$ cat config.mk
export PLATFORM = sky130hd
export DESIGN_NAME = popcount_cfu
export DESIGN_NICKNAME = d
export VERILOG_FILES = /design/src/rtl/popcount_cfu.sv
export SDC_FILE = /design/constraint.sdc
export NUM_CORES = 1
export LEC_CHECK = 0
export CAP_MARGIN = 25
export CORE_MARGIN = 2
export CORE_UTILIZATION = 32
export DETAILED_ROUTE_END_ITERATION = 8
export PLACE_DENSITY = 0.89
export SLEW_MARGIN = 20
export SYNTH_ARGS = -nofsm -noshare
export SYNTH_HDL_FRONTEND = slang
export SYNTH_SLANG_ARGS = --single-unit
export TNS_END_PERCENT = 20
$ cat constraint.sdc
create_clock -name vclk -period 21.6
set_input_delay 5.4 -clock vclk [all_inputs]
set_output_delay 5.4 -clock vclk [all_outputs]
set_load 0.01 [all_outputs]
$ cat src/rtl/popcount_cfu.sv
// CFU-L0 population-count unit: combinational bit count of req_data0.
// Includes the shared CFU-LI constants package used by the CFU family.
package cfu_pkg;
  localparam int CFU_LI_VERSION = 1;
  localparam int CFU_STATUS_W   = 3;
  localparam logic [CFU_STATUS_W-1:0] CFU_OK    = 3'd0;
  localparam logic [CFU_STATUS_W-1:0] CFU_ERROR = 3'd1;
endpackage

module popcount_cfu
  import cfu_pkg::*;
#(
  parameter int CFU_LI_VERSION = cfu_pkg::CFU_LI_VERSION,
  parameter int CFU_N_CFUS     = 1,
  parameter int CFU_CFU_ID_W   = 0,
  parameter int CFU_FUNC_ID_W  = 0,
  parameter int CFU_DATA_W     = 32
) (
  input  logic                                          clk,
  input  logic                                          rst,
  input  logic                                          req_valid,
  input  logic [((CFU_CFU_ID_W  > 0) ? CFU_CFU_ID_W  : 1)-1:0] req_cfu,
  input  logic [((CFU_FUNC_ID_W > 0) ? CFU_FUNC_ID_W : 1)-1:0] req_func,
  input  logic [CFU_DATA_W-1:0]                         req_data0,
  input  logic [CFU_DATA_W-1:0]                         req_data1,
  output logic [CFU_STATUS_W-1:0]                       resp_status,
  output logic [CFU_DATA_W-1:0]                         resp_data
);

  localparam int LVLS = $clog2(CFU_DATA_W);

  if (!(CFU_DATA_W == 32 || CFU_DATA_W == 64) || CFU_N_CFUS < 1) begin : g_bad_param
    $error("popcount_cfu: CFU_DATA_W must be 32 or 64 and CFU_N_CFUS >= 1");
  end

  // Level l holds CFU_DATA_W>>l partial counts, each l+1 bits wide, so the
  // root is LVLS+1 bits and can represent a fully-set operand without wrap.
  for (genvar l = 1; l <= LVLS; l++) begin : g_lvl
    logic [l:0] sum [CFU_DATA_W >> l];
    for (genvar n = 0; n < (CFU_DATA_W >> l); n++) begin : g_node
      if (l == 1) begin : g_leaf
        assign sum[n] = {1'b0, req_data0[2*n]} + {1'b0, req_data0[2*n+1]};
      end else begin : g_add
        assign sum[n] = {1'b0, g_lvl[l-1].sum[2*n]} + {1'b0, g_lvl[l-1].sum[2*n+1]};
      end
    end
  end

  assign resp_data   = CFU_DATA_W'(g_lvl[LVLS].sum[0]);
  assign resp_status = CFU_OK;

  // Interface-compatibility inputs that the datapath intentionally ignores.
  logic unused_inputs;
  assign unused_inputs = ^{clk, rst, req_valid, req_cfu, req_func, req_data1,
                           CFU_LI_VERSION[0]};

endmodule

# Word level (Yosys, flattened, before mapping)
# Cells that the tools add are included.
[op_classes]
add_sub_neg = 31
n_mul = 0
n_div = 0
magnitude_cmp = 0
eq_ne = 0
shifts = 0
muxes = 0
bitwise = 0
reduce_logical = 0
[op_table]
columns = ["operator", "count"]
rows = [
  ["$add A1 B1 Y2", 16],
  ["$add A2 B2 Y3", 8],
  ["$add A3 B3 Y4", 4],
  ["$add A4 B4 Y5", 2],
  ["$add A5 B5 Y6", 1],
]
[totals]
regBits = 0
latchBits = 0
ramBits = 0
rom_bits = 0
output_inout_bits = 35
word_cells = 31
n_memories = 0

# Logic depth before layout (Yosys ltp)
[logic_depth]
word_depth = 5
depth_mapped = 16
depth_no_buf = 16

# Least setup slack after synthesis
# No wires, ideal clock.
[synth_timing]
kind = "in2out"
start = "in req_data0[0]"
end = "out resp_data[4]"
arrival_ps = 9566
slack_ps = 6634
stages = 16
n_path_buf = 0
path_cell_list = "inv_1 fa_1 inv_1 fa_1 fa_1 fa_1 fa_1 inv_1 fa_1 inv_1 ha_1 inv_1 fa_1 nand2b_1 a21oi_2 xor2_1"
[synth_via]
elab_chain_len = 5
[synth_lines]
columns = ["element", "line", "rtl"]
rows = [
  ["start: declaration", "24", "input logic [CFU_DATA_W-1:0] req_data0,"],
  ["$add A1 B1 Y2", "42", "assign sum[n] = {1'b0, req_data0[2*n]} + {1'b0, req_data0[2*n+1]};"],
  ["$add A2 B2 Y3", "44", "assign sum[n] = {1'b0, g_lvl[l-1].sum[2*n]} + {1'b0, g_lvl[l-1].sum[2*n+1]};"],
  ["$add A3 B3 Y4", "44", ""],
  ["$add A4 B4 Y5", "44", ""],
  ["$add A5 B5 Y6", "44", ""],
  ["end: declaration", "27", "output logic [CFU_DATA_W-1:0] resp_data"],
]
# Every way passes these cells.

# Worst setup path in the final report
# Same ends and word-level chain as after synthesis.

==> run summary <==
Status = finished, final reports clean
Die area = 3520 um2
Via count = 628
Storage cell area = 0 um2
VDD IR-drop max = 0.000169 V
Final instance area = 1290 um2
CP endpoint kind = output port
Endpoints failing hold = 0
I/O Buffers = 38
Max FO, Critical Path = 2
CP Data Arrival Time = 10.67 ns
Congestion Overflow GR = 0
Fin crit share = 74.4%
DR vias/cell = 3.63
PostCTS Resize Cnt = 0
Max-Cap Viols = 0
Most common cell after layout, fill and taps aside = clkdlybuf4s50_1
Number of global-route vias before repair = 577
Num sequential = 0
WL final = 1450 um
Core Region = 2980 um2
Synth unique cells = 13
Crit start category = input port
Fin Hold WS = 11.91 ns
Worst path required time = 16.20 ns
DP Wirelength = 1460 um
Setup bufs post-CTS = 0
RSZ-0062 raised after global routing = false
Mapped Area = 980 um2
DRT antenna net count = 0
Crit path time final = 16.07 ns
Leakage = 0.662 nW
FP Rows = 20
Post-DP Area = 1290 um2
Syn avg cell area = 9.51 um2
Hold Crit Start = req_data0[2]
Largest net degree at the start of global routing = 4
Worst Hold Class = in2out
Area Overhead vs Synth = 31.5%
DRC viols = 0
Seq/Total Area, Yosys = 0%
Critical path class = in2out
Starting Density = 32.9%
Power, Total = 0.268 mW
# nets final = 242
Worst hold path endpoint = resp_data[0]
Final setup margin = 5.53 ns
Dpl ws = 5.47 ns
Number of clock buffers in the layout = 0
Worst hold stages = 3
Filler Cell Count = 305
# IOs = 104
Cells after Synth = 103
Hold_buf cts = 0
Initial drt markers = 1
Total GRT Usage = 8.17%
Total negative slack = 0 ns
Share of cells above drive strength 1 = 1.43%
Gpl congestion = 0.679
Die Height = 59.3 um
Most frequent cells in the layout = clkdlybuf4s50_1 (38), inv_1 (30), conb_1 (29), fa_1 (24), ha_1 (7)
Cell area power density = 208 nW/um2
Synth warn = 0
Avg WL per Cell = 8.36 um
Max-slew violations = 0
Fmax achieved = 0.0622 GHz
DRT Pass-1 Iters = 2
Ant. Diodes = 0
Die X-Extent = 59.3 um
First-pass GRT wire length = 2300 um
# setup viols final = 0
Initial antenna violation count = 0
## stage by stage
step	std cells	util [%]
after floorplan	131	-
final	173	43.3
after detailed placement	173	43.3
after CTS	173	43.3
after global routing	173	43.3
after global placement	173	43.3
## kinds of logic after synthesis
| kind of cell | synth area share (%) |
|---|---|
| adder cells (fa/ha/maj) | 58.0 |
| other | 0.383 |
| AND/OR/NAND/NOR | 2.17 |
| buffers and inverters | 33.7 |
| AO/OA/AOI/OAI | 3.07 |
| XOR/XNOR | 2.68 |
## power by group
group,internal [mW],switching (mW),total (mW)
Clock,0,0,0
Sequential,0,0,0
Combinational,0.144,0.124,0.268
Total,0.144,0.124,0.268
## synth_stat cells
master     n  area, um2
a21o_1     1       7.51
a21oi_2    2       17.5
buf_4     29        218
conb_1     1       3.75
fa_1      24        480
ha_1       7       87.6
inv_1     30        113
nand2_1    2       7.51
nand2b_1   1       6.26
nor2_1     2       7.51
o21ai_0    1       5.00
xnor2_1    2       17.5
xor2_1     1       8.76
## critical path: stages
cell and delay (ns):
clkdlybuf4s50_1 0.46, inv_1 0.05, fa_1 0.52, inv_1 0.05, fa_1 0.53, fa_1 0.45
fa_1 0.50, fa_1 0.52, inv_1 0.05, fa_1 0.43, inv_1 0.06, ha_1 0.17
inv_1 0.06, fa_1 0.40, nand2b_1 0.17, a21oi_2 0.14, xor2_1 0.15, clkdlybuf4s50_1 0.56
## worst max-delay path by stage
| stage | start | endpoint | slack (ns) | depth (start not counted) |
|---|---|---|---|---|
| 5_1_grt | req_data0[0] | resp_data[4] | 5.27 | 18 |
| 2_1_floorplan | req_data0[0] | resp_data[4] | 6.63 | 16 |
| 4_1_cts | req_data0[0] | resp_data[4] | 5.47 | 18 |
| 6_report | req_data0[0] | resp_data[4] | 5.53 | 18 |
| 3_5_place_dp | req_data0[0] | resp_data[4] | 5.47 | 18 |
| 3_3_place_gp | req_data0[0] | resp_data[4] | 5.56 | 18 |
## layer usage
layer / share of wire, % / GRT usage, %
met2: 54 / 15.1
met5: 0 / 0
met3: 7.5 / 0.218
met4: 0 / 0
met1: 39 / 11.3
## area by class of cell
class	count	area, um2	area share [%]
inverters	30	113	8.74
multi-input cells	72	754	58.5
repair buffers	38	380	29.5
well taps	33	41.3	3.20
No activity file was read; power rests on OpenSTA's default activity.
